<file path="config.mk">
export PLATFORM = sky130hd
export DESIGN_NAME = pipe_ctrl
export DESIGN_NICKNAME = d
export VERILOG_FILES = /design/src/rtl/pipe_pkg.sv /design/src/rtl/mul_stall_cnt.sv /design/src/rtl/pipe_ctrl.sv
export SDC_FILE = /design/constraint.sdc
export NUM_CORES = 1
export LEC_CHECK = 0
export ABC_AREA = 1
export CORE_ASPECT_RATIO = 0.8
export CORE_MARGIN = 3
export CORE_UTILIZATION = 40
export DETAILED_ROUTE_END_ITERATION = 6
export GPL_ROUTABILITY_DRIVEN = 0
export GPL_TIMING_DRIVEN = 0
export PLACE_DENSITY = 0.78
export SLEW_MARGIN = 10
export SYNTH_ARGS = -nofsm -noshare
export SYNTH_HDL_FRONTEND = slang
export SYNTH_HIERARCHICAL = 1
export SYNTH_SLANG_ARGS = --single-unit
</file>
<file path="constraint.sdc">
create_clock -name clk -period 1.35 [get_ports clk]
set_clock_uncertainty 0.2 [all_clocks]
set_input_delay 0.3375 -clock clk [delete_from_list [all_inputs] [get_ports clk]]
set_output_delay 0.3375 -clock clk [all_outputs]
set_load 0.01 [all_outputs]
</file>
<file path="src/rtl/pipe_pkg.sv">
// ----------------------------------------------------------------------------
// pipe_pkg
//  Shared definitions for the 3-stage pipeline sequencer:
//  - Decode function codes (FN_ADD / FN_SUB / FN_MUL / FN_JMP)
//  - Sequencer FSM state encodings (IDLE / RUN / MUL_WAIT / DRAIN)
//  - Default PC width and MUL latency
//  No ports; imported by pipe_ctrl and mul_stall_cnt.
// ----------------------------------------------------------------------------
package pipe_pkg;

    localparam int PC_W_DEF    = 8;
    localparam int MUL_LAT_DEF = 3;

    typedef enum logic [1:0] {
        FN_ADD = 2'b00,
        FN_SUB = 2'b01,
        FN_MUL = 2'b10,
        FN_JMP = 2'b11
    } fn_e;

    typedef enum logic [1:0] {
        ST_IDLE     = 2'd0,
        ST_RUN      = 2'd1,
        ST_MUL_WAIT = 2'd2,
        ST_DRAIN    = 2'd3
    } state_e;

endpackage

</file>
<file path="src/rtl/mul_stall_cnt.sv">
// ----------------------------------------------------------------------------
// mul_stall_cnt
//  Loadable down-counter that times the MUL stall.
//  Ports:
//   clk       in  clock, rising edge
//   rst_n     in  synchronous active-low reset (count -> 0)
//   load      in  load load_val this cycle (has priority over dec)
//   load_val  in  CNT_W value to load
//   dec       in  decrement enable (saturates at 0)
//   last      out count == 1, i.e. the final stall cycle
// ----------------------------------------------------------------------------
module mul_stall_cnt
    import pipe_pkg::*;
#(
    parameter int CNT_W = 2
) (
    input  logic             clk,
    input  logic             rst_n,
    input  logic             load,
    input  logic [CNT_W-1:0] load_val,
    input  logic             dec,
    output logic             last
);

    logic [CNT_W-1:0] cnt_r;

    // Stall counter: load wins, otherwise count down and stop at zero.
    always_ff @(posedge clk) begin
        if (!rst_n) begin
            cnt_r <= '0;
        end else if (load) begin
            cnt_r <= load_val;
        end else if (dec && (cnt_r != '0)) begin
            cnt_r <= cnt_r - CNT_W'(1);
        end else begin
            cnt_r <= cnt_r;
        end
    end

    assign last = (cnt_r == CNT_W'(1));

endmodule

</file>
<file path="src/rtl/pipe_ctrl.sv">
// ----------------------------------------------------------------------------
// pipe_ctrl
//  Sequencer for the 3-stage (IF -> ID -> EX) 18-bit processor. Owns the PC,
//  issues fetches, drives the IF/ID and ID/EX load enables and valid bits,
//  resolves JMP in decode and stalls the pipe while MUL occupies EX.
//  Ports:
//   clk, rst_n       clock (rising edge), synchronous active-low reset
//   run              1 = fetch/execute, 0 = stop fetching and drain
//   imem_ready       fetch for pc accepted this cycle
//   dec_fn           decode function code (see fn_e)
//   dec_target       decode op1, jump target when dec_fn = JMP
//   pc               fetch address
//   imem_req         fetch request
//   if_en / id_en    IF/ID and ID/EX register load enables
//   id_valid         IF/ID holds a real instruction
//   ex_valid         ID/EX holds a real instruction
//   mul_start        one-cycle pulse when a MUL enters EX
//   busy             sequencer not idle
//   state            FSM state (debug)
//  Outputs are decoded combinationally from the state and the registers.
// ----------------------------------------------------------------------------
module pipe_ctrl
    import pipe_pkg::*;
#(
    parameter int              PC_W     = PC_W_DEF,
    parameter int              MUL_LAT  = MUL_LAT_DEF,
    parameter logic [PC_W-1:0] RESET_PC = '0
) (
    input  logic            clk,
    input  logic            rst_n,
    input  logic            run,
    input  logic            imem_ready,
    input  logic [1:0]      dec_fn,
    input  logic [PC_W-1:0] dec_target,
    output logic [PC_W-1:0] pc,
    output logic            imem_req,
    output logic            if_en,
    output logic            id_en,
    output logic            id_valid,
    output logic            ex_valid,
    output logic            mul_start,
    output logic            busy,
    output logic [1:0]      state
);

    localparam int               CNT_W    = $clog2(MUL_LAT + 1);
    localparam logic [CNT_W-1:0] MUL_LOAD = CNT_W'(MUL_LAT - 1);

    state_e          state_r;
    logic [PC_W-1:0] pc_r;
    logic            id_valid_r;
    logic            ex_valid_r;

    fn_e  fn_s;
    logic is_jmp_s;
    logic imem_req_s;
    logic if_en_s;
    logic id_en_s;
    logic mul_start_s;
    logic cnt_dec_s;
    logic cnt_last_s;

    assign fn_s     = fn_e'(dec_fn);
    assign is_jmp_s = id_valid_r && (fn_s == FN_JMP);

    // Enable decode: RUN fetches and advances, DRAIN only pushes bubbles.
    always_comb begin
        imem_req_s = 1'b0;
        if_en_s    = 1'b0;
        id_en_s    = 1'b0;
        case (state_r)
            ST_RUN: begin
                imem_req_s = 1'b1;
                if_en_s    = imem_ready;
                id_en_s    = 1'b1;
            end
            ST_DRAIN: begin
                id_en_s = 1'b1;
            end
            default: begin
                imem_req_s = 1'b0;
                if_en_s    = 1'b0;
                id_en_s    = 1'b0;
            end
        endcase
    end

    // A MUL only counts as started on the cycle it actually moves into EX.
    assign mul_start_s = id_valid_r && (fn_s == FN_MUL) && id_en_s;
    assign cnt_dec_s   = (state_r == ST_MUL_WAIT);

    mul_stall_cnt #(
        .CNT_W (CNT_W)
    ) u_mul_stall_cnt (
        .clk      (clk),
        .rst_n    (rst_n),
        .load     (mul_start_s),
        .load_val (MUL_LOAD),
        .dec      (cnt_dec_s),
        .last     (cnt_last_s)
    );

    // Sequencer FSM with PC and the two pipeline valid bits.
    always_ff @(posedge clk) begin
        if (!rst_n) begin
            state_r    <= ST_IDLE;
            pc_r       <= RESET_PC;
            id_valid_r <= 1'b0;
            ex_valid_r <= 1'b0;
        end else begin
            case (state_r)
                ST_IDLE: begin
                    if (run) begin
                        state_r <= ST_RUN;
                    end else begin
                        state_r <= ST_IDLE;
                    end
                end
                ST_RUN: begin
                    ex_valid_r <= id_valid_r;
                    // The jump target overrides any fetch accepted this cycle,
                    // and the wrong-path fetch is squashed.
                    if (is_jmp_s) begin
                        pc_r       <= dec_target;
                        id_valid_r <= 1'b0;
                    end else if (imem_ready) begin
                        pc_r       <= pc_r + PC_W'(1);
                        id_valid_r <= 1'b1;
                    end else begin
                        id_valid_r <= 1'b0;
                    end
                    if (mul_start_s) begin
                        state_r <= ST_MUL_WAIT;
                    end else if (!run) begin
                        state_r <= ST_DRAIN;
                    end else begin
                        state_r <= ST_RUN;
                    end
                end
                ST_MUL_WAIT: begin
                    // PC and valid bits stay frozen until the last stall cycle.
                    if (cnt_last_s) begin
                        state_r <= run ? ST_RUN : ST_DRAIN;
                    end else begin
                        state_r <= ST_MUL_WAIT;
                    end
                end
                ST_DRAIN: begin
                    ex_valid_r <= id_valid_r;
                    id_valid_r <= 1'b0;
                    // With IF/ID already empty this edge also empties ID/EX,
                    // so the pipe is clear on arrival in IDLE.
                    if (mul_start_s) begin
                        state_r <= ST_MUL_WAIT;
                    end else if (run) begin
                        state_r <= ST_RUN;
                    end else if (!id_valid_r) begin
                        state_r <= ST_IDLE;
                    end else begin
                        state_r <= ST_DRAIN;
                    end
                end
                default: begin
                    state_r <= ST_IDLE;
                end
            endcase
        end
    end

    assign pc        = pc_r;
    assign imem_req  = imem_req_s;
    assign if_en     = if_en_s;
    assign id_en     = id_en_s;
    assign id_valid  = id_valid_r;
    assign ex_valid  = ex_valid_r;
    assign mul_start = mul_start_s;
    assign busy      = (state_r != ST_IDLE);
    assign state     = state_r;

endmodule

</file>
==> qor.yml <==
run_status:
  status: "finished, violations left"
  violations: "negative setup slack"
setup_path:
  crit_path_max_fanout: 5
  path_class: "register to register"
  cp.required_ns: 1.37
  slowest_delay_ns: 0.39
  cp_cell_sequence: "buf_6 -> nand3_4 -> buf_6 -> nand3_1 -> o21ai_1 -> nand2_1 -> nand2_1 -> a21oi_2"
  crit_buf_inv: 2
  cp-end-kind: "register"
  crit_family: "flip-flops"
  cpMaxStageDelayCell: "dfxtp_4"
  worstPathArrival_ns: 1.57
  cp-start-kind: "register"
synthesis:
  synth_nets: 167
  ys_types: 20
  yosys_register_bits: 14
  syn_area_um2: 899.6
  avgSynthCellArea_um2: 5.997
  ys_seq_area_share_pct: 31.15
  synth_cells: 150
  yosysWarnings: 6
power_and_ir_drop:
  p_per_area_mw_per_mm2: 760.8
  switching_share_pct: 35.28
  power_mw: 1.289
  pwr-share-seq_pct: 36.4
  combPwrFrac_pct: 38.3
  clockPowerShare_pct: 25.4
  ir_worst_vdd_mv: 0.6516
  leakagePower_nw: 0.7711
  internal_power_mw: 0.8341
  power_switching_mw: 0.4548
cells_and_area:
  drive_gt1_share_pct: 50.94
  num_antenna_cells: 0
  layout_commonest_cell: "nand2_1"
  nNetsFinal: 230
  multi_input_area_um2: 703.2
  area_delta_synth_final_pct: 88.32
  regArea_um2: 310.3
  fill_cells: 118
  fin_util_pct: 84.84
  final_cell_mix: "nand2_1 (42), buf_4 (22), inv_1 (14), buf_6 (14), clkdlybuf4s50_1 (9)"
clocking:
  cts_tree: "done"
  cts_sinks: 14
  cts-buffers-inserted: 3
  cts_buffer_depth: 2
  clk_pin_slew_ns: 0.10
  root_buffer: "clkbuf_4"
  cts.htree.levels: 1
  clock_latency_ns: 0.30
hold_path:
  hp-class: "register to register"
timing:
  clock.fmax_ghz: 0.6440
  finalSetupViolCount: 18
  hold_violations: 0
  setup_slack_ns: -0.2029
  hold_slack_ns: 0.3116
  drv_slew: 0
  fin_crit_sh_pct: 115.0
  grt_setup_unrepaired: "true"
  period_minus_slack_ns: 1.553
global_routing:
  grt_pass1_vias: 1202
  grt_max_degree: 11
  grt_pass1_wl_um: 5402
  grtUsageTotal_pct: 24.69
  antenna_found_initial: 0
  grt_overflow: 0
die:
  initial_core_util_pct: 45.05
  die_x_um: 59.02
  dieArea_mm2: 0.002857
  core_mm2: 0.001997
  ios: 31
  fp.dieH_um: 48.42
  num_rows: 14
detailed_routing:
  drc: 0
  ant_nets: 0
  wl_um: 4149
  via_per_inst: 5.661
  wl_per_cell_um: 17.58
  drt_first_pass_iters: 4
  drt_iter0_markers: 113
  vias: 1336
placed_design:
  io_buffers: 30
  dp.final_hpwl_um: 1811
run:
  maxCapViolCount: 0
[registers in the layout (all words and copies together), names as in the netlist]
| signal | count |
|---|---|
| ex_valid | 1 |
| u_mul_stall_cnt/cnt_r | 2 |
| state | 2 |
| id_valid | 1 |
| pc | 8 |
[cells in the mapped netlist, drive strengths merged]
master / count / area share, %
buf: 2 / 1.4
o21ai: 10 / 6.0
nand3: 11 / 6.7
inv: 20 / 8.3
nand2: 54 / 24
o211ai: 1 / 0.83
nor3: 1 / 0.56
a21oi: 14 / 7.8
ha: 3 / 4.2
dfxtp: 14 / 31
nor2: 16 / 7.2
conb: 2 / 0.83
clkinv: 2 / 1.1
[power by group through the flow]
stage | Clock, mW | Sequential, mW | Combinational [mW]
2_1_floorplan | 0 | 0.476 | 0.137
3_3_place_gp | 0 | 0.470 | 0.286
3_5_place_dp | 0 | 0.472 | 0.290
4_1_cts | 0.318 | 0.462 | 0.382
5_1_grt | 0.367 | 0.472 | 0.521
6_report | 0.327 | 0.469 | 0.493
[area by class of cell]
type / instances / area share, %
Buffer: 2 / 1.182
Clock buffer: 4 / 2.142
Inverter: 22 / 5.908
Multi-Input combinational cell: 113 / 41.51
Sequential cell: 14 / 18.32
Tap cell: 24 / 1.773
Timing Repair Buffer: 57 / 29.17
[what timing repair did]
| item | 4_1_cts | 5_1_grt |
|---|---|---|
| hold buffers | 0 | 0 |
| pin swaps | 5 | 16 |
| gates cloned | 0 | 1 |
| endpoints found under the setup margin | 30 | 23 |
| setup buffers | 20 | 9 |
| resized for setup | 105 | 54 |
[tightest hold or removal path: cells and delay by family, from the launching register on]
| family | cells | cell delay (ns) |
|---|---|---|
| AO/OA/AOI/OAI | 1 | 0.07 |
| flip-flops | 1 | 0.34 |
| AND/OR/NAND/NOR | 1 | 0.07 |
[routing by layer]
layer | global-route usage, % | wire length, um | vias up
met5 | 0 | 0 | -
met2 | 40.44 | 1877 | 112
met4 | 13.58 | 315 | 0
met1 | 28.69 | 1466 | 588
li1 | - | - | 598
met3 | 6.383 | 490 | 38
[metrics by stage]
stage / setup WS, ns / instances / TNS (ns) / cell area [um2]
CTS: -0.1883 / 228 / -1.698 / 1449
global placement: -0.9213 / 204 / -8.744 / 1242
finish: -0.2029 / 236 / -1.823 / 1694
detailed placement: -0.9198 / 204 / -9.327 / 1242
floorplan: 0.01941 / 150 / 0 / 912.1
global route: -0.2708 / 236 / -2.925 / 1694
[final timing paths]
kind	to	cells after the start	slack, ns	from
max	pc[2]$_SDFFE_PN0P_	8	-0.20	id_valid$_SDFFE_PN0N_
min	ex_valid$_SDFFE_PN0N_	2	0.31	ex_valid$_SDFFE_PN0N_
max reg2reg	pc[2]$_SDFFE_PN0P_	8	-0.20	id_valid$_SDFFE_PN0N_
min reg2reg	ex_valid$_SDFFE_PN0N_	2	0.31	ex_valid$_SDFFE_PN0N_
[kinds of logic after synthesis]
family          share of synthesized area (%)
simple gates                            38.39
compound gates                          14.60
buf+inv                                 10.85
flops                                   31.15
fa+ha+maj                               4.173
other cells                            0.8348
(Power assumes the default switching activity.)
